[src/rtl/osd_dii_ring_stage.sv]
// osd_dii_ring_stage
//   Ring router stage between the host-interface DII ports and the debug ring.
//   Ring traffic is steered by its header word to the local port or onward
//   along the ring. Local traffic is merged onto the ring with packet-atomic
//   round-robin arbitration against the forwarded traffic. Both outputs are
//   single-entry registers, so input ready depends combinationally on output
//   ready.
//
// Ports
//   clk, rst            clock, synchronous active-high reset
//   ID (param)          ring address of this stage
//   ring_in_*_i/o       upstream ring (slave):  data, first, last, valid / ready
//   ring_out_*_o/i      downstream ring (master): data, first, last, valid / ready
//   local_in_*_i/o      from host interface (slave)
//   local_out_*_o/i     to host interface (master)
module osd_dii_ring_stage #(
    parameter logic [15:0] ID = 16'h0000
) (
    input  logic        clk,
    input  logic        rst,

    input  logic [15:0] ring_in_data_i,
    input  logic        ring_in_first_i,
    input  logic        ring_in_last_i,
    input  logic        ring_in_valid_i,
    output logic        ring_in_ready_o,

    output logic [15:0] ring_out_data_o,
    output logic        ring_out_first_o,
    output logic        ring_out_last_o,
    output logic        ring_out_valid_o,
    input  logic        ring_out_ready_i,

    input  logic [15:0] local_in_data_i,
    input  logic        local_in_first_i,
    input  logic        local_in_last_i,
    input  logic        local_in_valid_i,
    output logic        local_in_ready_o,

    output logic [15:0] local_out_data_o,
    output logic        local_out_first_o,
    output logic        local_out_last_o,
    output logic        local_out_valid_o,
    input  logic        local_out_ready_i
);

    typedef enum logic [1:0] {R_IDLE, R_LOCAL, R_FWD} rstate_e;
    typedef enum logic [1:0] {OWN_NONE, OWN_FWD, OWN_LOC} owner_e;

    rstate_e     r_state_q, r_state_d;
    owner_e      owner_q, owner_d, grant;
    logic        last_grant_q, last_grant_d;  // 1 = local won last, 0 = ring won last

    logic [15:0] ro_data_q, ro_data_d;
    logic        ro_first_q, ro_first_d, ro_last_q, ro_last_d, ro_vld_q, ro_vld_d;
    logic [15:0] lo_data_q, lo_data_d;
    logic        lo_first_q, lo_first_d, lo_last_q, lo_last_d, lo_vld_q, lo_vld_d;

    logic        route_local, ro_free, lo_free, fwd_req, fwd_ready;
    logic        ring_xfer, fwd_xfer, lout_load, lin_xfer;

    // In R_IDLE the current flit is a header whatever its first flag says,
    // so the route is decided from its data on the same cycle (no bubble).
    assign route_local = (r_state_q == R_IDLE) ? (ring_in_data_i == ID)
                                               : (r_state_q == R_LOCAL);
    assign ro_free     = !ro_vld_q | ring_out_ready_i;
    assign lo_free     = !lo_vld_q | local_out_ready_i;
    assign fwd_req     = ring_in_valid_i & !route_local;

    // Grant is combinational so a winner transfers in the cycle it wins.
    always_comb begin
        grant = owner_q;
        if (owner_q == OWN_NONE) begin
            if (fwd_req && local_in_valid_i)
                grant = last_grant_q ? OWN_FWD : OWN_LOC;
            else if (fwd_req)
                grant = OWN_FWD;
            else if (local_in_valid_i)
                grant = OWN_LOC;
            else
                grant = OWN_NONE;
        end
    end

    // A source only loses ready when the other one holds the grant; with
    // no requester both report ready so an idle stage looks empty.
    assign fwd_ready        = ro_free & (grant != OWN_LOC);
    assign local_in_ready_o = ro_free & (grant != OWN_FWD);
    // Head-of-line blocking: a stalled selected path stalls the whole ring input.
    assign ring_in_ready_o  = route_local ? lo_free : fwd_ready;

    assign ring_xfer = ring_in_valid_i & ring_in_ready_o;
    assign fwd_xfer  = ring_xfer & !route_local;
    assign lout_load = ring_xfer & route_local;
    assign lin_xfer  = local_in_valid_i & local_in_ready_o;

    always_comb begin
        r_state_d    = r_state_q;
        owner_d      = owner_q;
        last_grant_d = last_grant_q;

        // Demux: latch the route on a multi-flit header, release on last.
        case (r_state_q)
            R_IDLE: begin
                if (ring_xfer && !ring_in_last_i)
                    r_state_d = route_local ? R_LOCAL : R_FWD;
            end
            default: begin
                if (ring_xfer && ring_in_last_i)
                    r_state_d = R_IDLE;
            end
        endcase

        // Arbiter: hold ownership for the whole packet.
        if (grant == OWN_FWD && fwd_xfer) begin
            owner_d = ring_in_last_i ? OWN_NONE : OWN_FWD;
            if (ring_in_last_i) last_grant_d = 1'b0;
        end else if (grant == OWN_LOC && lin_xfer) begin
            owner_d = local_in_last_i ? OWN_NONE : OWN_LOC;
            if (local_in_last_i) last_grant_d = 1'b1;
        end
    end

    // Output registers: load on accept, otherwise clear valid when drained.
    always_comb begin
        ro_data_d  = ro_data_q;
        ro_first_d = ro_first_q;
        ro_last_d  = ro_last_q;
        ro_vld_d   = ro_vld_q & !ring_out_ready_i;
        if (fwd_xfer) begin
            ro_data_d  = ring_in_data_i;
            ro_first_d = ring_in_first_i;
            ro_last_d  = ring_in_last_i;
            ro_vld_d   = 1'b1;
        end else if (lin_xfer) begin
            ro_data_d  = local_in_data_i;
            ro_first_d = local_in_first_i;
            ro_last_d  = local_in_last_i;
            ro_vld_d   = 1'b1;
        end

        lo_data_d  = lo_data_q;
        lo_first_d = lo_first_q;
        lo_last_d  = lo_last_q;
        lo_vld_d   = lo_vld_q & !local_out_ready_i;
        if (lout_load) begin
            lo_data_d  = ring_in_data_i;
            lo_first_d = ring_in_first_i;
            lo_last_d  = ring_in_last_i;
            lo_vld_d   = 1'b1;
        end
    end

    always_ff @(posedge clk) begin
        if (rst) begin
            r_state_q    <= R_IDLE;
            owner_q      <= OWN_NONE;
            last_grant_q <= 1'b1;
            ro_data_q    <= '0;
            ro_first_q   <= 1'b0;
            ro_last_q    <= 1'b0;
            ro_vld_q     <= 1'b0;
            lo_data_q    <= '0;
            lo_first_q   <= 1'b0;
            lo_last_q    <= 1'b0;
            lo_vld_q     <= 1'b0;
        end else begin
            r_state_q    <= r_state_d;
            owner_q      <= owner_d;
            last_grant_q <= last_grant_d;
            ro_data_q    <= ro_data_d;
            ro_first_q   <= ro_first_d;
            ro_last_q    <= ro_last_d;
            ro_vld_q     <= ro_vld_d;
            lo_data_q    <= lo_data_d;
            lo_first_q   <= lo_first_d;
            lo_last_q    <= lo_last_d;
            lo_vld_q     <= lo_vld_d;
        end
    end

    assign ring_out_data_o   = ro_data_q;
    assign ring_out_first_o  = ro_first_q;
    assign ring_out_last_o   = ro_last_q;
    assign ring_out_valid_o  = ro_vld_q;
    assign local_out_data_o  = lo_data_q;
    assign local_out_first_o = lo_first_q;
    assign local_out_last_o  = lo_last_q;
    assign local_out_valid_o = lo_vld_q;

endmodule
[config.mk]
export PLATFORM = sky130hd
export DESIGN_NAME = osd_dii_ring_stage
export DESIGN_NICKNAME = d
export VERILOG_FILES = /design/src/rtl/osd_dii_ring_stage.sv
export SDC_FILE = /design/constraint.sdc
export NUM_CORES = 1
export LEC_CHECK = 0
export ABC_AREA = 1
export CAP_MARGIN = 20
export CELL_PAD_IN_SITES_DETAIL_PLACEMENT = 0
export CELL_PAD_IN_SITES_GLOBAL_PLACEMENT = 2
export CORE_MARGIN = 2
export CORE_UTILIZATION = 23
export DETAILED_ROUTE_END_ITERATION = 10
export PLACE_DENSITY = 0.87
export SETUP_SLACK_MARGIN = 0.3
export SKIP_LAST_GASP = 1
export SLEW_MARGIN = 30
export SYNTH_ARGS = -nofsm -noshare
export SYNTH_HDL_FRONTEND = slang
export SYNTH_SLANG_ARGS = --single-unit
[constraint.sdc]
create_clock -name clk -period 2.15 [get_ports clk]
set_input_delay 0.645 -clock clk [delete_from_list [all_inputs] [get_ports clk]]
set_output_delay 0.645 -clock clk [all_outputs]
set_load 0.02 [all_outputs]
Yosys cells after proc, flatten, opt, wreduce, memory -nomap -nowiden:

Cells that the tools add are included.

* register bits after elaboration: 43
* logic and storage cells: 77
* bits of input ports: 42

* equal/unequal tests: 7
* reductions and logical operators: 20
* muxes and demuxes: 28
* bitwise operators: 11

Operators with widths (count)
* $mux W16: 2
* $mux W2: 12
* $logic_not A16 Y1: 1
* $mux W1: 14
* $and A1 B1 Y1: 9
* $reduce_bool A2 Y1: 4
* $logic_not A1 Y1: 6
* $logic_and A1 B1 Y1: 5
* $eq A2 B1 Y1 const B: 2
* $logic_not A2 Y1: 2
* $ne A2 B1 Y1 const B: 2
* $ne A2 B2 Y1 const B: 2
* $reduce_and A3 Y1: 1
* $eq A2 B2 Y1 const B: 1
* $or A1 B1 Y1: 2
* $reduce_and A2 Y1: 1

Longest topological paths before layout:

Gate-level depths: netlist of run 1.

* depth after elaboration: 15
* mapped depth: 15
* gate-level depth less buffers: 14

Least setup slack after synthesis of run 1:

OpenSTA, ideal clock, no wires.

* kind: input to output
* from: in ring_in_data_i[10]
* to: out ring_in_ready_o
* path slack: 0.021 ns
* data required time: 1.505 ns
* path buffers: 0
* cell stages on the path: 10
* arrival: 1.484 ns
* cells stage by stage: nor2_1 > nand2_1 > nor2_2 > nand3_2 > nand4_1 > nand2_1 > nand2_2 > nand2_2 > nand2_1 > nand2_1

* word-level cells in the longest chain between the ends: 10
* elaborated cells on any way between the ends: 11
* those cells by class: eq/ne (1); mux (5); bitwise (2); reduce/logical (3)

RTL lines
* start, declared: line 22 `input logic [15:0] ring_in_data_i,`
* $logic_not A16 Y1 *: line 64 `assign route_local = (r_state_q == R_IDLE) ? (ring_in_data_i == ID)`
* $mux W1 *: line 64
* $logic_not A1 Y1: line 68 `assign fwd_req = ring_in_valid_i & !route_local;`
* $and A1 B1 Y1: line 68
* $mux W2 / $logic_and A1 B1 Y1 (equally long branches): line 76, 74
* $mux W2: line 74 `if (fwd_req && local_in_valid_i)`
* $mux W2: line 73 `if (owner_q == OWN_NONE) begin`
* $ne A2 B2 Y1: line 87 `assign fwd_ready = ro_free & (grant != OWN_LOC);`
* $and A1 B1 Y1: line 87
* $mux W1 *: line 90 `assign ring_in_ready_o = route_local ? lo_free : fwd_ready;`
* end, declared: line 26 `output logic ring_in_ready_o,`

Mark *: on every way between the ends. The rest lies on a longest branch, timed or not.

Worst setup path in the final report of run 1:

* from: in ring_in_data_i[11]
* to: out ring_in_ready_o

The elaborated chain is that of the path after synthesis.

==> results of run 1 <==
worst max-delay path by stage:
stage / start / end / cells past startpoint
final: ring_in_data_i[11] / ring_in_ready_o / 12
after global routing: ring_in_data_i[3] / local_out_data_o[14] / 22
after CTS: ring_in_data_i[3] / ring_in_ready_o / 12
after detailed placement: ring_in_data_i[8] / local_in_ready_o / 11
after global placement: ring_in_data_i[10] / local_in_ready_o / 11
after floorplan: ring_in_data_i[10] / ring_in_ready_o / 10
power groups by stage:
stage	clock network, mW	registers, mW	logic [mW]
global placement	0	0.896	0.607
floorplan	0	0.939	0.286
CTS	0.679	0.876	0.850
finish	0.659	0.876	0.937
global route	0.705	0.882	1.00
detailed placement	0	0.894	0.613
worst reg2reg max path, stage by stage, from the launching register on:
cell      delay, ns
dfxtp_1        0.38
inv_1          0.07
nand2_1        0.12
nand4_1        0.14
nand2_2        0.13
inv_2          0.06
nand2_2        0.08
nand2_2        0.07
buf_6          0.12
buf_6          0.10
buf_6          0.10
buf_6          0.10
buf_6          0.10
a21boi_2       0.12
buf_6          0.16
nand2_8        0.07
buf_8          0.15
nand2_2        0.07
inv_2          0.03
nor2_2         0.08
cell usage in the layout, fill, tap and decap left out, drive strengths merged:
cell           Yosys  final
nand3             43     43
o21ai              3      3
nand4             22     22
inv               83     83
nor2              35     35
nor4               1      1
nand3b             1      1
xor2               1      1
clkdlybuf4s50      0     23
a21boi             1      1
a21oi             25     25
dlygate4sd2        0     39
nand2             96     96
bufinv             0      1
clkbuf             9      6
clkinv             1      6
dfxtp             43     43
buf                9     80
per-layer routing:
metal,part of all wire,wire [µm],global-route usage,vias up
li1,-,-,-,1423
met1,0.42,3860,0.203,1312
met2,0.51,4690,0.288,88
met3,0.056,515,0.0319,10
met4,0.015,138,0.0498,0
met5,0,0,0,-
timing repair:
action / CTS / global route
hold buffers: 0 / 0
cloned: 12 / 0
hold endpoints to repair: 0 / 0
pin swaps: 50 / 34
setup buffers: 19 / 6
endpoints found under the setup margin: 83 / 45
resized for setup: 211 / 70
logic make-up (layout without fill, tap and decap cells):
family | Yosys count | after routing | share of synthesized area
xor gates and xnor gates | 1 | 1 | 0.00364
AOI/OAI and AO/OA | 29 | 29 | 0.0754
buffers and inverters | 102 | 238 | 0.179
DFF | 43 | 43 | 0.358
and+or+nand+nor | 198 | 198 | 0.384
flip-flops by register name (all words and copies together), names as in the netlist:
register	cells
owner_q	2
r_state_q	2
ring_out_first_o	1
last_grant_q	1
ring_out_last_o	1
ring_out_data_o	16
local_out_first_o	1
local_out_data_o	16
local_out_valid_o	1
local_out_last_o	1
ring_out_valid_o	1
layout make-up:
cell class	count	area (µm²)	area share
inverter	84	328	0.0715
timing repair inverter	3	62.6	0.0136
multi-input combinational	228	1490	0.326
timing repair buffer	143	1560	0.340
sequential	43	861	0.188
clock inverter	3	43.8	0.00955
clock buffer	5	68.8	0.0150
tap	136	170	0.0371
==> impl_results.md, run 1 <==
- Placer Congestion: 0.761
- Worst setup margin: -0.264 ns
- WP data arrival: 1.77 ns
- Skew-Pair Late Insertion Delay: 0.30 ns
- Gr usage total: 0.165
- Cell family with most CP delay: simple AND/OR/NAND/NOR gates
- Synth cell types: 25
- Die area: 11300 µm²
- Peak VDD IR: 264 µV
- Util after Layout: 0.448
- PortBufs: 81
- CP endpoint kind: output port
- Area contributors post-synth: dfxtp_1 (36%), inv_1 (13%), nand2_1 (13%)
- Synth Instances: 373
- Total gr overflow: 0
- Slew headroom: 0.758
- First-pass GRT wire length: 14.5 mm
- Routed Antenna Nets: 0
- Die height: 106 µm
- Buf/Inv on CP: 3
- RSZ-0062 raised after global routing: true
- Hold depth: 2
- Fill count: 1045
- Register area share after synthesis: 0.358
- Actual slew at the worst max-slew pin: 0.359 ns
- Antenna diode count: 0
- Vias in the first global route: 2813
- Syn Nets: 415
- Total chip power: 2.47 mW
- WL final: 9.20 mm
- Tcrit/Tclk final: 1.12
- Internal power: 1.67 mW
- Average size of a mapped cell: 6.45 µm²
- Post-synth top flop: dfxtp_1
- Max-slew violation count: 0
- H-tree Lvls: 2
- Synth async-reset ratio: 0
- # DRC: 0
- Clock root cell: clkbuf_8
- Starting Density: 0.235
- Slowest CP cell: nor2_4
- Ys Warns: 0
- Vias: 2833
- Post-route setup TNS: -5.79 ns
- Slowest stage delay, CP: 0.13 ns
- Crit Path Class: input port to output port
- Clock Pin Slew Worst Setup and Hold Paths: 0.10 ns
- Crit Path Max Fanout: 3
- Fraction of layout cells with a size suffix above 1: 0.397
- Area grow syn2layout: 90.7%
- Worst r2r src: r_state_q[1]
- FP Rows: 37
- Worst R2R End: local_out_data_o[1]
- Final hold slack: 0.461 ns
- Chip Width: 106 µm
- Post-Synthesis Cell Area: 2400 µm²
- WP data required: 1.50 ns
- Comb pwr share: 0.379
- Min Tclk post-route: 2.41 ns
- Sequential share of power: 0.354
- Worst slack, placed: -1.08 ns
- Switching Fraction: 0.327
- Status: finished with violations
- Vias per cell: 4.39
- CTS tree: built
- DR WL/cell: 14.3 µm
- Leak Pwr: 2.26 nW
- Largest buffer count on any clock path: 2
- Violated checks: setup timing
- Post-Layout Inst Area: 4590 µm²
- Endpoints failing hold: 0
- Post-synth top area share: 0.358
- FMAX: 414 MHz
- Placed Area: 3570 µm²
- NumNets Final: 550
- Finish-stage setup viols: 40
- CP cell instances: buf_8 -> nor2_4 -> nand2_4 -> nor2_4 -> nand3_4 -> nand4_1 -> nand2_2 -> inv_2 -> nand2_2 -> nand2_2 -> nand2_2 -> buf_6
- Reg2Reg Depth: 19
- Drt pass-1 iters: 4
- Worst setup SP type: input port
- Sink Count: 43
- I/O pin count: 82
- Num CTS Buffers: 5
- Worst Hold End: ring_out_data_o[4]
- Hold Crit Start: ring_out_data_o[4]
- Placed Cells: 600
- Power per cell area: 539 nW/µm²
- Initial antenna violation count: 0
- Largest net degree at the start of global routing: 23
- Most used cell, CP: nand2_2
- FF-to-FF setup slack: -0.17 ns
- Share of power burned in the clock network: 0.267
- Post-synth EDFFs: 0
- Max Cap Violations: 0
- Cell type with the largest total area after synthesis: dfxtp_1
- CORE AREA: 10200 µm²
- DP HPWL: 5.75 mm
- Fin cells: 645
- Iteration-0 DRC Markers: 115
- NetSw: 807 µW
- #FFs+latches synth: 43
- Min-Delay Path Class: flop to flop
- Leading cell types by count after synthesis: inv_1 (82), nand2_1 (82), dfxtp_1 (43)
- Max Clock Skew: 0.0137 ns
No activity file was read; power rests on OpenSTA's default activity.
==> run 2, diff against run 1 <==
Settings changed: ABC_AREA 1 to default, CORE_UTILIZATION 23 to 24.
==> run 2 against run 1 <==
Net effect:
- via count fell by 25%
- highest routed layer unchanged
- clock-buffer cell count rose by 1
- utilization down 1.6 points
- global-route usage hardly changed
- wire length is 20% lower
- non-clock buffer count shrank 14
- flip-flop and latch count unchanged
- die area down 21%
- synthesized cell count shrank 42%
- the run still ends with setup timing left
==> impl_results.md, run 2 <==
- Status: finished with violations
- Violated checks: setup timing
- Wire length on met3: 407 µm
- Tcrit/Tclk final: 1.21
- Clock root cell: clkbuf_8
- Synth cell types: 32
- Max-slew violation count: 0
- Fraction of layout cells with a size suffix above 1: 0.319
- Final hold slack: 0.474 ns
- Worst setup margin: -0.442 ns
- First-pass GRT wire length: 11.4 mm
- Cell type with the largest total area after synthesis: dfxtp_1
- # DRC: 0
- Peak VDD IR: 274 µV
- Sink Count: 43
- Iteration-0 DRC Markers: 96
- CORE AREA: 8090 µm²
- Die area: 8940 µm²
- Ys Warns: 0
- Slew headroom: 0.721
- Initial antenna violation count: 0
- Post-Synthesis Cell Area: 1970 µm²
- Crit Path Max Fanout: 4
- Crit Path Class: input port to output port
- RSZ-0062 raised after global routing: true
- Finish-stage setup viols: 40
- Register area share after synthesis: 0.437
- Placer Congestion: 0.782
- NumNets Final: 373
- Top Metal Used: met4
- Starting Density: 0.243
- CP endpoint kind: output port
- Post-synth top flop: dfxtp_1
- Routed Antenna Nets: 0
- Endpoints failing hold: 0
- Most used cell, CP: buf_6
- FMAX: 386 MHz
- Max Clock Skew: 0.0103 ns
- Post-synth top area share: 0.437
- Vias: 2136
- Min-Delay Path Class: flop to flop
- Largest buffer count on any clock path: 2
- Syn Nets: 257
- Area contributors post-synth: dfxtp_1 (44%), mux2i_1 (9.2%), o21ai_0 (9.2%)
- #FFs+latches synth: 43
- FP Rows: 33
- Cell family with most CP delay: simple AND/OR/NAND/NOR gates
- Most frequent cells in the layout: dfxtp_1 (43), dlygate4sd2_1 (40), buf_4 (37), o21ai_0 (34), clkdlybuf4s50_1 (23)
- Area grow syn2layout: 77.6%
- Slowest CP cell: nor4_4
- Power per cell area: 567 nW/µm²
- Leak Pwr: 1.39 nW
- Metal-1 WL: 3.15 mm
- Drt pass-1 iters: 4
- DR WL/cell: 16.8 µm
- Gr usage total: 0.165
- Max Cap Violations: 0
- I/O pin count: 82
- Synth async-reset ratio: 0
- H-tree Lvls: 2
- Commonest non-fill, non-tap cell in the layout: dfxtp_1
- # hold bufs at CTS: 0
- DP HPWL: 5.07 mm
- Num CTS Buffers: 5
- Wire length on met2: 3.67 mm
- WP data required: 1.50 ns
- Fill count: 844
- Clock Pin Slew Worst Setup and Hold Paths: 0.09 ns
- WL final: 7.32 mm
- CTS tree: built
- Total gr overflow: 0
- Leading cell types by count after synthesis: dfxtp_1 (43), o21ai_0 (36), a21oi_1 (21), nor2_1 (21), a41oi_1 (19)
- Min Tclk post-route: 2.59 ns
- Actual slew at the worst max-slew pin: 0.414 ns
- WP data arrival: 1.95 ns
- Vias in the first global route: 2171
- Post-synth EDFFs: 0
- Worst setup SP type: input port
- Worst slack, placed: -1.26 ns
- Chip Width: 94.6 µm
- Antenna diode count: 0
- Skew-Pair Late Insertion Delay: 0.30 ns
- Buf/Inv on CP: 3
- PortBufs: 81
- Vias per cell: 4.89
- Average size of a mapped cell: 9.15 µm²
- Die height: 94.6 µm
- Synth Instances: 215
- Most common cell in the netlist: dfxtp_1
- Slowest stage delay, CP: 0.38 ns
- Largest net degree at the start of global routing: 26
- CP cell instances: buf_6 -> nor4_4 -> a41oi_4 -> buf_4 -> o21ai_2 -> and3_4 -> buf_6
## run 2: cell types whose count changed in the layout (fill, tap and decap cells not counted), moves of 11 or more
cell     before  now
nand4_1      22    0
o21ai_0       0   34
nand2_1      52    1
a41oi_2       0   12
mux2i_1       0   17
nand2_2      28    0
inv_1        72    1
a21oi_2      17    0
nand3_1      27    1
nand3_2      12    0
buf_6        29   14
nand2_4      14    0
a21oi_1       8   21
inv_2        11    0
## run 2: power breakdown
group          total [mW]  internal, mW  switching (mW)
Sequential          0.872         0.845          0.0277
Combinational       0.585         0.275           0.310
Clock               0.523         0.228           0.295
## run 2: cell families after synthesis
logic type	after synthesis	synth area share
compound gates	94	0.302
flops	43	0.437
simple gates	39	0.115
buf+inv	21	0.0540
mux	18	0.0915
## run 2: area by class of cell
type | count | area (µm²) | area share
sequential | 43 | 861 | 0.246
timing repair buffer | 129 | 1200 | 0.345
multi-input combinational | 151 | 1210 | 0.346
clock buffer | 6 | 72.6 | 0.0208
inverter | 1 | 3.75 | 0.00107
tap | 105 | 131 | 0.0376
clock inverter | 2 | 12.5 | 0.00358
## run 2: worst paths after layout
path / start / to / slack, ns / depth (start not counted)
worst max-delay path: ring_in_data_i[7] / local_in_ready_o / -0.44 / 7
worst min register to register: ring_out_data_o[6] / ring_out_data_o[6] / 0.47 / 2
worst max register to register: r_state_q[0] / ring_out_data_o[0] / 0.32 / 8
worst min-delay path: ring_out_data_o[6] / ring_out_data_o[6] / 0.47 / 2
## run 2: per-stage QoR
step | power, mW | TNS (ns) | util | area (µm²) | std cells
after floorplan | 1.16 | -0.382 | - | 2080 | 215
after global placement | 1.46 | -25.23 | 0.398 | 3220 | 418
after detailed placement | 1.46 | -26.75 | 0.398 | 3220 | 418
after CTS | 1.97 | -0.797 | 0.420 | 3400 | 434
after global routing | 2.08 | -6.87 | 0.432 | 3500 | 437
final | 1.98 | -3.74 | 0.432 | 3500 | 437
## run 2: worst register-to-register path, delay by kind of cell, from the launching register on
kind | cells | cell delay [ns]
buffers and inverters | 4 | 0.54
flip-flops | 1 | 0.35
AO/OA/AOI/OAI | 4 | 0.81
## run 2: what timing repair did
action | 4_1_cts | 5_1_grt
setup endpoints to repair | 83 | 45
buffers inserted | 5 | 3
pin swaps | 8 | 9
cloned | 3 | 0
resized for setup | 135 | 27
## run 2: routing by layer
| metal | GRT usage | vias up |
|---|---|---|
| li1 | - | 1044 |
| met1 | 0.209 | 1019 |
| met2 | 0.278 | 65 |
| met3 | 0.0391 | 8 |
| met4 | 0.0471 | 0 |
| met5 | 0 | - |
